===== config.mk =====
export PLATFORM = sky130hd
export DESIGN_NAME = motion_sequencer
export DESIGN_NICKNAME = d
export VERILOG_FILES = /design/src/rtl/motion_sequencer_pkg.sv /design/src/rtl/ms_tick_gen.sv /design/src/rtl/motion_sequencer.sv
export SDC_FILE = /design/constraint.sdc
export NUM_CORES = 1
export LEC_CHECK = 0
export CORE_AREA = 2 2 128 130
export DETAILED_ROUTE_END_ITERATION = 8
export DIE_AREA = 0 0 130 132
export DONT_BUFFER_PORTS = 1
export PLACE_DENSITY_LB_ADDON = 0.25
export SETUP_SLACK_MARGIN = 0.05
export SKIP_LAST_GASP = 1
export SYNTH_ARGS = -nofsm -noshare
export SYNTH_HDL_FRONTEND = slang
export SYNTH_SLANG_ARGS = --single-unit

===== constraint.sdc =====
create_clock -name clock_in -period 3.47 [get_ports clock_in]
set_input_delay 0.347 -clock clock_in [delete_from_list [all_inputs] [get_ports clock_in]]
set_output_delay 0.347 -clock clock_in [all_outputs]
set_load 0.01 [all_outputs]

===== src/rtl/motion_sequencer_pkg.sv =====
// motion_sequencer_pkg: direction codes, state encoding and duty ramp helper shared with the motor direction decoder
package motion_sequencer_pkg;

    typedef enum logic [2:0] {
        DIR_STOP  = 3'd0,
        DIR_FWD   = 3'd1,
        DIR_BACK  = 3'd2,
        DIR_LEFT  = 3'd3,
        DIR_RIGHT = 3'd4
    } dir_e;

    typedef enum logic [1:0] {
        ST_IDLE,
        ST_DEAD,
        ST_RAMP,
        ST_RUN
    } state_e;

    function automatic logic dir_valid(input logic [2:0] d);
        return d <= DIR_RIGHT;
    endfunction

    // One ramp step toward tgt; integer math so large steps clamp at tgt instead of wrapping.
    function automatic logic [7:0] ramp_next(input logic [7:0] cur, input logic [7:0] tgt, input int step);
        int c;
        int t;
        c = int'(cur);
        t = int'(tgt);
        if (c < t) return (t - c <= step) ? tgt : 8'(c + step);
        return (c - t <= step) ? tgt : 8'(c - step);
    endfunction

endpackage


===== src/rtl/ms_tick_gen.sv =====
// ms_tick_gen: free-running prescaler producing a 1-cycle tick every TICK_DIV cycles
// Ports: clock_in, reset (sync, active high), restart (force count to 0), tick (pulse at count TICK_DIV-1)
module ms_tick_gen #(
    parameter int TICK_DIV = 50000
) (
    input  logic clock_in,
    input  logic reset,
    input  logic restart,
    output logic tick
);

    localparam int CW = (TICK_DIV > 1) ? $clog2(TICK_DIV) : 1;

    logic [CW-1:0] cnt_q, cnt_d;

    always_comb begin
        tick  = (cnt_q == CW'(TICK_DIV - 1));
        cnt_d = (restart || tick) ? '0 : cnt_q + 1'b1;
    end

    always_ff @(posedge clock_in) begin
        if (reset) cnt_q <= '0;
        else       cnt_q <= cnt_d;
    end

endmodule


===== src/rtl/motion_sequencer.sv =====
// motion_sequencer: command-driven motor sequencer with dead time on reversal, duty ramping and timed runs
// Ports: clock_in/reset (sync, active high); cmd_valid/cmd_ready handshake with cmd_direction, cmd_duty,
// cmd_duration; abort; registered outputs robot_direction, left_duty, right_duty, busy, cmd_error.
module motion_sequencer
    import motion_sequencer_pkg::*;
#(
    parameter int TICK_DIV  = 50000,
    parameter int DEAD_MS   = 20,
    parameter int RAMP_STEP = 8
) (
    input  logic        clock_in,
    input  logic        reset,
    input  logic        cmd_valid,
    output logic        cmd_ready,
    input  logic [2:0]  cmd_direction,
    input  logic [7:0]  cmd_duty,
    input  logic [15:0] cmd_duration,
    input  logic        abort,
    output logic [2:0]  robot_direction,
    output logic [7:0]  left_duty,
    output logic [7:0]  right_duty,
    output logic        busy,
    output logic        cmd_error
);

    localparam int DW = $clog2(DEAD_MS + 1);

    state_e        state_q, state_d;
    logic [2:0]    dir_q, dir_d, tgt_dir_q, tgt_dir_d;
    logic [7:0]    duty_q, duty_d, tgt_duty_q, tgt_duty_d;
    logic [15:0]   dur_q, dur_d, run_cnt_q, run_cnt_d;
    logic [DW-1:0] dead_cnt_q, dead_cnt_d;
    logic          ready_q, ready_d, busy_q, busy_d, err_q, err_d;
    logic          accept, tick;

    // abort wins over a simultaneous command, so it also blocks the handshake
    assign accept = cmd_valid && ready_q && !abort;

    ms_tick_gen #(.TICK_DIV(TICK_DIV)) u_tick (
        .clock_in (clock_in),
        .reset    (reset),
        .restart  (accept),
        .tick     (tick)
    );

    always_comb begin
        state_d    = state_q;
        dir_d      = dir_q;
        duty_d     = duty_q;
        tgt_dir_d  = tgt_dir_q;
        tgt_duty_d = tgt_duty_q;
        dur_d      = dur_q;
        run_cnt_d  = run_cnt_q;
        dead_cnt_d = dead_cnt_q;
        err_d      = 1'b0;
        if (abort) begin
            state_d = ST_IDLE;
            dir_d   = DIR_STOP;
            duty_d  = '0;
            dur_d   = '0;
        end else if (accept) begin
            tgt_dir_d  = cmd_direction;
            tgt_duty_d = cmd_duty;
            dur_d      = cmd_duration;
            run_cnt_d  = '0;
            dead_cnt_d = '0;
            if (!dir_valid(cmd_direction) || cmd_direction == DIR_STOP) begin
                err_d   = !dir_valid(cmd_direction);
                state_d = ST_IDLE;
                dir_d   = DIR_STOP;
                duty_d  = '0;
                dur_d   = '0;
            end else if (dir_q != DIR_STOP && cmd_direction != dir_q) begin
                state_d = ST_DEAD;
                dir_d   = DIR_STOP;
                duty_d  = '0;
            end else begin
                state_d = ST_RAMP;
                dir_d   = cmd_direction;
            end
        end else if (state_q == ST_DEAD) begin
            if (tick) begin
                dead_cnt_d = dead_cnt_q + 1'b1;
                if (dead_cnt_q == DW'(DEAD_MS - 1)) begin
                    state_d    = ST_RAMP;
                    dir_d      = tgt_dir_q;
                    dead_cnt_d = '0;
                end
            end
        end else if (state_q == ST_RAMP) begin
            // entering with duty already at target costs exactly one RAMP cycle
            if (duty_q == tgt_duty_q) begin
                state_d   = ST_RUN;
                run_cnt_d = '0;
            end else if (tick) begin
                duty_d = ramp_next(duty_q, tgt_duty_q, RAMP_STEP);
                if (duty_d == tgt_duty_q) begin
                    state_d   = ST_RUN;
                    run_cnt_d = '0;
                end
            end
        end else if (state_q == ST_RUN) begin
            if (dur_q != '0 && tick) begin
                run_cnt_d = run_cnt_q + 1'b1;
                if (run_cnt_q == dur_q - 16'd1) begin
                    state_d = ST_IDLE;
                    dir_d   = DIR_STOP;
                    duty_d  = '0;
                end
            end
        end
        ready_d = (state_d == ST_IDLE) || (state_d == ST_RUN && dur_d == '0);
        busy_d  = (state_d != ST_IDLE);
    end

    always_ff @(posedge clock_in) begin
        if (reset) begin
            state_q    <= ST_IDLE;
            dir_q      <= DIR_STOP;
            duty_q     <= '0;
            tgt_dir_q  <= DIR_STOP;
            tgt_duty_q <= '0;
            dur_q      <= '0;
            run_cnt_q  <= '0;
            dead_cnt_q <= '0;
            ready_q    <= 1'b1;
            busy_q     <= 1'b0;
            err_q      <= 1'b0;
        end else begin
            state_q    <= state_d;
            dir_q      <= dir_d;
            duty_q     <= duty_d;
            tgt_dir_q  <= tgt_dir_d;
            tgt_duty_q <= tgt_duty_d;
            dur_q      <= dur_d;
            run_cnt_q  <= run_cnt_d;
            dead_cnt_q <= dead_cnt_d;
            ready_q    <= ready_d;
            busy_q     <= busy_d;
            err_q      <= err_d;
        end
    end

    assign cmd_ready       = ready_q;
    assign robot_direction = dir_q;
    assign left_duty       = duty_q;
    assign right_duty      = duty_q;
    assign busy            = busy_q;
    assign cmd_error       = err_q;

endmodule


# [Word level (Yosys, flattened, before mapping)]
# Cells that the tools add are included.
# Widths: inputs -> output; s select.
[classes] n_mul=0 bitwise=3 n_div=0 n_reduce_logical=32 n_eq_ne=19 muxes=66 n_shift=0 magnitude_cmp=4 n_addsub=8
[op_table] operator="$mux 16" count=11
[op_table] operator="$mux 8" count=20
[op_table] operator="$add 16x1->16 const B" count=2
[op_table] operator="$mux 3" count=10
[op_table] operator="$mux 2" count=14
[op_table] operator="$reduce_bool 3->1" count=7
[op_table] operator="$mux 5" count=4
[op_table] operator="$le 9x5->1 const B" count=2
[op_table] operator="$sub 8x8->9" count=2
[op_table] operator="$eq 16x16->1" count=1
[op_table] operator="$eq 16x16->1 const B" count=1
[op_table] operator="$eq 8x8->1" count=2
[op_table] operator="$logic_not 16->1" count=1
[op_table] operator="$reduce_bool 16->1" count=1
[op_table] operator="$sub 16x1->16 const B" count=1
[op_table] operator="$ne 3x2->1 const B" count=4
[op_table] operator="$reduce_and 6->1" count=2
[op_table] operator="$add 8x4->8 const B" count=1
[op_table] operator="$lt 8x8->1" count=1
[op_table] operator="$sub 8x4->8 const B" count=1
[op_table] operator="$mux 1" count=7
[op_table] operator="$reduce_and 7->1" count=1
[op_table] operator="$eq 2x2->1 const B" count=3
[op_table] operator="$reduce_bool 2->1" count=3
[op_table] operator="other kinds (20)" count=30
[word_totals] inputBits=31 mem_count=0 mem_bits_rw=0 romBits=0 latch_bits=0 output_inout_bits=22 ff_bits=80

# [Depth between registers and ports, before layout]
# Gate-level depths: netlist (run 1).
[depth] ltp_word=26 ltp_mapped=15 depth_no_buf=12

# [Cells and area by module]
# From an unflattened synthesis (run 1), not the netlist that was laid out.
[hier_totals] hier_cells=717 hier_area_um2=5639.2
[modules_own_cells] mod="motion_sequencer" cells_per_inst=637 instances=1 area_per_inst_um2=4895.9
[modules_own_cells] mod="ms_tick_gen" cells_per_inst=80 instances=1 area_per_inst_um2=743.2

# [Least setup slack after synthesis (run 1)]
# Ideal clock, no wire load.
[synth_timing] path_type="register -> register" from="reg duty_q[5] (netlist: left_duty[5])" to="reg run_cnt_q[1]" setup_slack_ns=0.050 arrival_ns=3.348 setup_ns=0.072 stages_incl_launch_ff=16 path_buffers=3 required_time_ns=3.398 cell_sequence="dfxtp_1 > clkbuf_1 > inv_1 > ha_1 > buf_2 > or4_1 > a22oi_1 > a311oi_1 > a221o_1 > nand2_1 > o2111ai_1 > o22ai_1 > nand4_1 > nand2_2 > buf_2 > mux2i_1"
[synth_via] elab_chain_len=18
[synth_rtl] item="from (decl)" line_no="motion_sequencer.sv:30" text="logic [7:0] duty_q, duty_d, tgt_duty_q, tgt_duty_d;"
[synth_rtl] item="from (signal assigned)" line_no="motion_sequencer.sv:132" text="duty_q <= duty_d;"
[synth_rtl] item="parallel branches: the longest is 18 deep, another holds $sub 8x8->9"
[synth_rtl] item="to (signal assigned)" line_no="motion_sequencer.sv:136" text="run_cnt_q <= run_cnt_d;"
[synth_rtl] item="to (decl)" line_no="motion_sequencer.sv:31" text="logic [15:0] dur_q, dur_d, run_cnt_q, run_cnt_d;"
# Several ways; the timed one is not identified. The select of a mux whose other input is x is not followed.
# A chain may end at the register's enable or synchronous reset.

# [Worst setup path after layout (run 1)]
[layout_timing] from="reg duty_q[1] (netlist: left_duty[1])" to="reg ready_q (netlist: cmd_ready)"
[layout_via] elab_chain_len=26
[layout_rtl] item="parallel branches: the longest is 18 deep, another holds $sub 8x8->9"
[layout_rtl] item="$mux 2 *" line_no="motion_sequencer.sv:92" text="if (duty_q == tgt_duty_q) begin"
[layout_rtl] item="$mux 2 *" line_no="motion_sequencer.sv:90" text="end else if (state_q == ST_RAMP) begin"
[layout_rtl] item="$mux 2 *" line_no="motion_sequencer.sv:81" text="end else if (state_q == ST_DEAD) begin"
[layout_rtl] item="$mux 2 *" line_no="motion_sequencer.sv:61" text="end else if (accept) begin"
[layout_rtl] item="$mux 2 *" line_no="motion_sequencer.sv:56" text="if (abort) begin"
[layout_rtl] item="$eq 2x2->1" line_no="motion_sequencer.sv:112" text="ready_d = (state_d == ST_IDLE) || (state_d == ST_RUN && dur_d == '0);"
[layout_rtl] item="$logic_and 1x1->1" line_no="motion_sequencer.sv:112"
[layout_rtl] item="$logic_or 1x1->1 *" line_no="motion_sequencer.sv:112"
[layout_rtl] item="to (signal assigned)" line_no="motion_sequencer.sv:138" text="ready_q <= ready_d;"
[layout_rtl] item="to (decl)" line_no="motion_sequencer.sv:33" text="logic ready_q, ready_d, busy_q, busy_d, err_q, err_d;"
# Mark *: on every way between the ends. The select of a mux whose other input is x is not followed.

==> impl_metrics.csv, run 1 <==
group,metric,value,unit
status,status,"finished, final reports clean",
sta,whs,67.0,ps
min_path,min_path_type,"input pin to flip-flop",
synthesis,synth_cell_type_count,71,
clocking,clock_path_buffers,2,
critical_path,worstSetupPathType,"flip-flop to flip-flop",
floorplanning,die_area,17200,um^2
sta,slew_violations,0,
floorplanning,fp.dieH,132,um
sta,max-slew-margin-rel,0.466,
critical_path,startpoint_type,"flip-flop",
floorplanning,io_pins,53,
min_path,holdPathStages,1,
place,placed_area,5720,um^2
final_layout,final_common_cell,"dfxtp_1",
power_and_ir_drop,finalPower,0.00232,W
critical_path,critical_path_arrival,3450,ps
sta,hold_viol_final,0,
global_route,grt_first_pass_wirelength,24.8,mm
global_route,grt_use_total,0.179,
final_layout,area_growth,12.1,%
run,drv_cap,0,
drt,drt-initial-drc-count,362,
synthesis,synth.avg_cell_area,7.72,um^2
drt,drt_first_pass_iters,5,
sta,finalSetupTns,0,ps
final_layout,utilization,0.387,
final_layout,final_area,6080,um^2
drt,dr_total_vias,5205,
global_route,gr-total-overflow,0,
global_route,grt_pass1_vias,4963,
synthesis,synth_warnings,0,
clocking,insertion_delay,350,ps
sta,setup_viol,0,
global_route,antenna_found_initial,0,
floorplanning,num_rows,46,
power_and_ir_drop,leakagePower,2.23,nW
clocking,numCtsBuffers,9,
drt,drt-total-wl,14.9,mm
clocking,cts_sinks,80,
min_path,min_to,"run_cnt_q[13]$_SDFFE_PP0P_",
global_route,grt_max_degree,40,
critical_path,r2r-start,"left_duty[1]$_SDFFE_PP0P_",
sta,period_minus_slack,3210,ps
drt,drcViolationCount,0,
clocking,post_cts_buffers,0,
floorplanning,die_w,130,um
synthesis,syn_nets,757,
sta,fmaxAchievable,312,MHz
clocking,htreeDepth,3,
drt,viasPerCell,5.63,
sta,rsz0062_at_grt,"false",
final_layout,drive_above_1_share,0.100,
floorplanning,initial_core_util,0.345,
critical_path,required,3710,ps
critical_path,reg2regPathDepth,12,
final_layout,final_cell_mix,"80 x dfxtp_1, 79 x nor2_1, 68 x nand2_1",
power_and_ir_drop,power_density,382,nW/um^2
clocking,clock-root-buffer,"clkbuf_16",
synthesis,ys_seq_area_frac,0.295,
synthesis,ys.flop_type,"dfxtp_1",
synthesis,synth_edf_count,0,
power_and_ir_drop,ir_worst_vdd,0.170,mV
critical_path,r2r-end,"cmd_ready$_SDFF_PP1_",
synthesis,netlist_instances,703,
sta,tightest_slew,794,ps
critical_path,cp_max_fo,5,
final_layout,nFillCells,1607,
sta,final.period_utilization,0.924,
clocking,clk_pin_slew,70,ps
drt,wl_per_cell,16.1,um
critical_path,r2r_setup_slack,260,ps
synthesis,synthesis.area,5430,um^2
min_path,worstHoldStart,"reset",
place,gp_congestion,0.933,
drt,drtAntennaViolNets,0,
place,hpwl,11.3,mm
floorplanning,coreArea,15700,um^2
synthesis,synth_seq_cells,80,
sta,finClkSkew,9.57,ps
final_layout,finalNetCount,757,
final_layout,diodes,0,
place,portBuffers,0,
clocking,holdBufCountCts,0,
clocking,cts_tree,"yes",
critical_path,endpoint_kind,"flip-flop",
synthesis,async_flop_share,0,
[report_power, final]
group	switching [W]	total [W]	internal [W]
clock	0.000412	0.00100	0.000588
sequential	0.0000207	0.000954	0.000934
combinational	0.000216	0.000366	0.000150
[Yosys cell counts, types with 18 or more instances]
cell / instances / area [um^2]
a22oi_1: 21 / 158
nand2_1: 68 / 255
dfxtp_1: 80 / 1600
clkbuf_1: 24 / 90.1
nand3_1: 28 / 140
xor2_1: 24 / 210
a21oi_1: 49 / 245
nor2_1: 79 / 297
a31oi_1: 19 / 119
o21ai_0: 23 / 115
inv_1: 36 / 135
xnor2_1: 27 / 236
ha_1: 23 / 288
nor3_1: 18 / 90.1
[cell type report]
class / instances / area, um^2 / area share
flip-flops and latches: 80 / 1600 / 0.263
clock buffers: 10 / 239 / 0.0393
multi-input cells: 547 / 3550 / 0.583
inverters: 36 / 135 / 0.0222
well taps: 216 / 270 / 0.0444
clock inverters: 6 / 72.6 / 0.0119
repair buffers: 29 / 218 / 0.0358
[what timing repair did]
action / in CTS / in global routing
resized for setup: 1 / 9
pin swaps: 0 / 1
cloned: 0 / 0
setup endpoints to repair: 9 / 23
[per-stage QoR]
stage	worst slack, ps	instances
2_1_floorplan	50.0	703
3_3_place_gp	156	908
3_5_place_dp	29.2	908
4_1_cts	176	924
5_1_grt	50.5	924
6_report	263	924
[per-layer routing]
layer  global-route usage  part of all wire  vias to the layer above
met1                0.244              0.47                     2457
met3               0.0296             0.047                       39
met5                    0                 0                        -
li1                     -                 -                     2554
met2                0.278              0.46                      155
met4               0.0765             0.030                        0
[state kept, by name (all words and copies together), names as in the netlist]
name             count
busy                 1
dur_q               16
run_cnt_q           16
u_tick.cnt_q        16
cmd_ready            1
robot_direction      3
state_q              2
tgt_dir_q            3
tgt_duty_q           8
cmd_error            1
dead_cnt_q           5
left_duty            8
[worst max-delay path, stage by stage (launching register included)]
cell       delay [ps]
dfxtp_1           430
inv_1              70
ha_1              350
nand3b_1          180
a21oi_1           130
or4_1             490
a221o_1           370
nand2_1           170
o2111ai_1         140
o22ai_1           190
nand4_1           170
a31oi_1           190
a21bo_1           220
[worst max-delay path by stage]
stage / start / to / slack (ps) / depth (start not counted)
floorplan: left_duty[5]$_SDFFE_PP0P_ / run_cnt_q[1]$_SDFFE_PP0P_ / 50 / 15
global placement: left_duty[1]$_SDFFE_PP0P_ / run_cnt_q[11]$_SDFFE_PP0P_ / 160 / 13
detailed placement: left_duty[5]$_SDFFE_PP0P_ / run_cnt_q[6]$_SDFFE_PP0P_ / 30 / 12
CTS: left_duty[1]$_SDFFE_PP0P_ / run_cnt_q[1]$_SDFFE_PP0P_ / 180 / 12
global route: left_duty[1]$_SDFFE_PP0P_ / run_cnt_q[1]$_SDFFE_PP0P_ / 50 / 12
finish: left_duty[1]$_SDFFE_PP0P_ / cmd_ready$_SDFF_PP1_ / 260 / 12
[cells by family after synthesis]
kind of cell,after synthesis,share of synthesized area
adders and majority gates,23,0.0530
DFF,80,0.295
xor gates and xnor gates,51,0.0823
and+or+nand+nor,280,0.260
buffers and inverters,76,0.0604
muxes,3,0.00576
AOI/OAI and AO/OA,190,0.244
No activity file was read; power rests on OpenSTA's default activity.
==> inputs of run 2 (changes only) <==
Settings changed: CORE_AREA 2 2 128 130 to 2 2 126 153, DIE_AREA 0 0 130 132 to 0 0 128 155.
==> run 2 against run 1 <==
Highest routed layer unchanged. Cell count rose by 2.9%. Via count fell by 0.52%. Critical path type unchanged. Count of clock-buffer cells in the layout rose by 1. First-iteration DRC count fell by 12%. Largest power group unchanged. Global-route usage fell by 1.9 points.
==> impl_metrics.csv, run 2 (synthesized netlist as in run 1, its figures left out) <==
group,metric,value,unit
final_layout,final_cell_mix,"78 x nor2_1, 77 x dfxtp_1, 67 x nand2_1",
critical_path,critical_path_arrival,3540,ps
sta,rsz0062_at_grt,"true",
min_path,holdPathStages,1,
sta,hold_viol_final,0,
final_layout,finalNetCount,772,
global_route,grt_first_pass_wirelength,25.6,mm
global_route,grt_pass1_vias,4970,
drt,drcViolationCount,0,
sta,fmaxAchievable,305,MHz
global_route,gr-total-overflow,0,
run,drv_cap,0,
sta,finClkSkew,9.54,ps
sta,setup_viol,0,
floorplanning,die_area,19800,um^2
sta,slew_violations,0,
sta,whs,63.0,ps
sta,max-slew-margin-rel,0.521,
final_layout,drive_above_1_share,0.136,
final_layout,diodes,0,
critical_path,endpoint_kind,"flip-flop",
floorplanning,coreArea,18400,um^2
sta,tightest_slew,718,ps
drt,dr_total_vias,5178,
power_and_ir_drop,power_density,372,nW/um^2
final_layout,area_growth,15.4,%
clocking,htreeDepth,3,
critical_path,reg2regPathDepth,13,
critical_path,cp_max_fo,8,
clocking,insertion_delay,350,ps
floorplanning,die_w,128,um
power_and_ir_drop,ir_worst_vdd,0.225,mV
clocking,clk_pin_slew,70,ps
critical_path,worstSetupPathType,"flip-flop to flip-flop",
floorplanning,fp.dieH,155,um
clocking,clock_path_buffers,2,
sta,period_minus_slack,3280,ps
critical_path,required,3730,ps
place,place_inst,930,
final_layout,layout.cells.non_filler,951,
floorplanning,num_rows,55,
clocking,holdBufCountCts,0,
clocking,clock-root-buffer,"clkbuf_16",
critical_path,startpoint_type,"flip-flop",
place,hpwl,11.7,mm
status,status,"finished, final reports clean",
drt,drt-total-wl,15.7,mm
sta,finalSetupTns,0,ps
final_layout,seq_area,1610,um^2
drt,drtAntennaViolNets,0,
clocking,numCtsBuffers,9,
drt,drt_first_pass_iters,5,
floorplanning,io_pins,53,
global_route,grt_max_degree,40,
floorplanning,initial_core_util,0.294,
clocking,cts_tree,"yes",
sta,final.period_utilization,0.946,
final_layout,nFillCells,1973,
global_route,antenna_found_initial,0,
drt,drt-initial-drc-count,317,
place,gp_congestion,0.904,
place,portBuffers,0,
drt,viasPerCell,5.44,
final_layout,final_common_cell,"nor2_1",
global_route,grt_use_total,0.160,
final_layout,multiInputGateArea,3620,um^2
final_layout,top_regs,"dur_q: 16 flops, run_cnt_q: 16 flops, u_tick.cnt_q: 16 flops",
clocking,cts_sinks,80,
drt,wl_per_cell,16.6,um
min_path,min_path_type,"input pin to flip-flop",
power_and_ir_drop,leakagePower,2.30,nW
[run 2: cell count changes in the layout (fill, tap and decap cells not counted), sizes merged]
cell	before	now
buf	29	43
clkinvlp	0	1
clkinv	1	3
nand2	70	71
inv	40	36
clkbuf	10	11
[run 2: final timing paths]
path,startpoint,to,slack (ps)
worst max register to register,left_duty[5]$_SDFFE_PP0P_,run_cnt_q[14]$_SDFFE_PP0P_,190
worst min register to register,u_tick.cnt_q[0]$_SDFF_PP0_,u_tick.cnt_q[0]$_SDFF_PP0_,440
worst min-delay path,reset,tgt_dir_q[2]$_SDFFE_PP0P_,60
worst max-delay path,left_duty[5]$_SDFFE_PP0P_,run_cnt_q[14]$_SDFFE_PP0P_,190
[run 2: stage by stage]
stage | area, um^2 | worst slack [ps] | util | power, W
2_1_floorplan | 5430 | 50.0 | - | 0.00123
3_3_place_gp | 5810 | 116 | 0.315 | 0.00134
3_5_place_dp | 5810 | -8.28 | 0.315 | 0.00134
4_1_cts | 6120 | 129 | 0.332 | 0.00232
5_1_grt | 6260 | 14.8 | 0.340 | 0.00244
6_report | 6260 | 188 | 0.340 | 0.00233
[run 2: repair_timing]
| item | in CTS | in global routing |
|---|---|---|
| pin swaps | 0 | 6 |
| buffers inserted | 0 | 4 |
| resized for setup | 1 | 26 |
| endpoints found under the setup margin | 9 | 28 |
| cloned | 0 | 1 |
[run 2: layout make-up]
cell class	count	share of cell area
inverters	36	0.0216
clock buffers	11	0.0387
flip-flops and latches	80	0.256
well taps	228	0.0455
clock inverters	5	0.00899
repair buffers	43	0.0515
multi-input cells	548	0.577
[run 2: power by group]
group          internal, W  switching, W  total (W)
Combinational     0.000163      0.000234   0.000397
Clock             0.000576      0.000404   0.000981
Sequential        0.000934     0.0000190   0.000953
Total              0.00167      0.000658    0.00233
[run 2: per-layer routing]
layer | up-vias | share of wire | GRT usage
li1 | 2590 | - | -
met1 | 2451 | 0.46 | 0.203
met2 | 116 | 0.48 | 0.268
met3 | 21 | 0.039 | 0.0309
met4 | 0 | 0.020 | 0.0607
met5 | - | 0 | 0
[run 2: critical path, cell delays in order (launching register included)]
cell and delay, ps:
dfxtp_1 330, inv_1 60, ha_1 380, buf_4 190, or4_1 490, a22oi_1 160, a311oi_1 70, a221o_1 350
a31oi_2 180, o41a_1 180, o22ai_2 70, nand4_1 210, nand2_2 180, a311oi_1 310
==> inputs of run 3 (changes only) <==
Settings changed: PLACE_DENSITY set to 0.5, PLACE_DENSITY_LB_ADDON 0.25 to unset.
==> run 3 against run 2 <==
Global-route usage increased by 0.45 points. Power down 3.1%. Critical path depth is 1 lower. Register-to-register slack worse by 30 ps. Sequential power is essentially flat.
==> impl_metrics.csv, run 3 (synthesized netlist as in run 1, its figures left out) <==
group,metric,value,unit
floorplanning,num_rows,55,
place,preCtsSetupSlack,191,ps
sta,hold_viol_final,0,
floorplanning,coreArea,18400,um^2
clocking,clk_pin_slew,60,ps
global_route,antenna_found_initial,0,
drt,dr_total_vias,5187,
clocking,holdBufCountCts,0,
power_and_ir_drop,finalPower,0.00226,W
status,status,"finished, final reports clean",
sta,period_minus_slack,3310,ps
critical_path,critical_path_arrival,3560,ps
power_and_ir_drop,power_density,365,nW/um^2
drt,drt_first_pass_iters,5,
final_layout,nFillCells,1988,
place,hpwl,11.9,mm
min_path,min_path_type,"input pin to flip-flop",
final_layout,area_growth,14.1,%
critical_path,endpoint_kind,"flip-flop",
min_path,holdPathStages,1,
final_layout,finalNetCount,767,
sta,final.period_utilization,0.953,
final_layout,final_common_cell,"dfxtp_1",
floorplanning,fp.dieH,155,um
clocking,clock_path_buffers,2,
sta,setup_viol,0,
critical_path,required,3720,ps
sta,slew_violations,0,
sta,finClkSkew,9.31,ps
drt,wl_per_cell,16.8,um
drt,drt-initial-drc-count,414,
clocking,insertion_delay,350,ps
global_route,grt_first_pass_wirelength,25.8,mm
global_route,gr-total-overflow,0,
final_layout,final_cell_mix,"78 x dfxtp_1, 77 x nor2_1, 67 x nand2_1",
clocking,clock-root-buffer,"clkbuf_16",
floorplanning,die_area,19800,um^2
clocking,cts_tree,"yes",
floorplanning,io_pins,53,
sta,max-slew-margin-rel,0.536,
critical_path,crit_end,"cmd_ready$_SDFF_PP1_",
final_layout,top_regs,"dur_q: 16 flops, run_cnt_q: 16 flops, u_tick.cnt_q: 16 flops",
sta,fmaxAchievable,302,MHz
place,portBuffers,0,
drt,drtAntennaViolNets,0,
critical_path,cp_max_fo,6,
critical_path,worstSetupPathType,"flip-flop to flip-flop",
critical_path,cp-startpoint,"left_duty[4]$_SDFFE_PP0P_",
final_layout,drive_above_1_share,0.123,
critical_path,reg2regPathDepth,12,
run,drv_cap,0,
place,gp_congestion,0.903,
sta,rsz0062_at_grt,"true",
critical_path,startpoint_type,"flip-flop",
final_layout,diodes,0,
sta,tightest_slew,696,ps
global_route,grt_max_degree,40,
critical_path,r2r_setup_slack,160,ps
sta,whs,60.8,ps
drt,viasPerCell,5.49,
clocking,htreeDepth,3,
sta,finalSetupTns,0,ps
clocking,numCtsBuffers,9,
drt,drt-total-wl,15.8,mm
sta,setup_ws,162,ps
critical_path,r2r-end,"cmd_ready$_SDFF_PP1_",
floorplanning,die_w,128,um
power_and_ir_drop,leakagePower,2.26,nW
drt,drcViolationCount,0,
critical_path,r2r-start,"left_duty[4]$_SDFFE_PP0P_",
global_route,grt_pass1_vias,4847,
global_route,grt_use_total,0.165,
clocking,cts_sinks,80,
power_and_ir_drop,ir_worst_vdd,0.203,mV
floorplanning,initial_core_util,0.294,
## run 3: how the worst min path moves through the flow
stage | startpoint | endpoint | slack, ps
detailed placement | reset | dead_cnt_q[1]$_SDFFE_PP0P_ | 430
CTS | reset | dead_cnt_q[1]$_SDFFE_PP0P_ | 50
floorplan | u_tick.cnt_q[0]$_SDFF_PP0_ | u_tick.cnt_q[0]$_SDFF_PP0_ | 410
global placement | reset | dead_cnt_q[1]$_SDFFE_PP0P_ | 430
global route | reset | run_cnt_q[6]$_SDFFE_PP0P_ | 50
finish | reset | run_cnt_q[6]$_SDFFE_PP0P_ | 60
## run 3: cell type report
class	count	area, um^2	area share
clock buffer	10	239	0.0386
tap	228	285	0.0461
timing repair buffer	39	293	0.0473
inverter	36	135	0.0218
sequential	80	1600	0.259
clock inverter	5	41.3	0.00667
multi-input combinational	547	3600	0.581
## run 3: metal layers
layer | GRT usage | vias to the layer above | share of wire | wire length [um]
li1 | - | 2585 | - | -
met1 | 0.212 | 2438 | 0.44 | 6950
met2 | 0.262 | 133 | 0.47 | 7520
met3 | 0.0258 | 31 | 0.053 | 840
met4 | 0.0916 | 0 | 0.033 | 526
met5 | 0 | - | 0 | 0
## run 3: power breakdown
group | internal, W | switching (W) | total, W | leakage (nW)
logic | 0.000157 | 0.000224 | 0.000381 | 1.48
registers | 0.000934 | 0.0000206 | 0.000954 | 0.648
clock network | 0.000507 | 0.000418 | 0.000925 | 0.132
## run 3: critical path, cell delays in order (launching register included)
cell and delay, ps:
dfxtp_1 360, inv_1 70, ha_1 380, a21o_1 200, a21o_1 190, or4_1 500
a221o_1 360, nand2_2 120, o2111ai_1 160, o22ai_2 180, nand4_1 190, a31oi_1 260
a21bo_1 230
## run 3: what timing repair did
item                       4_1_cts  5_1_grt
setup endpoints to repair        0       25
resized for setup                0       22
setup buffers                    0        5
hold endpoints to repair         0        0
## run 3: metrics by stage
step                area [um^2]  instances   util
floorplan                  5430        703      -
global placement           5780        925  0.313
detailed placement         5780        925  0.313
CTS                        6060        940  0.328
global route               6190        945  0.336
finish                     6190        945  0.336
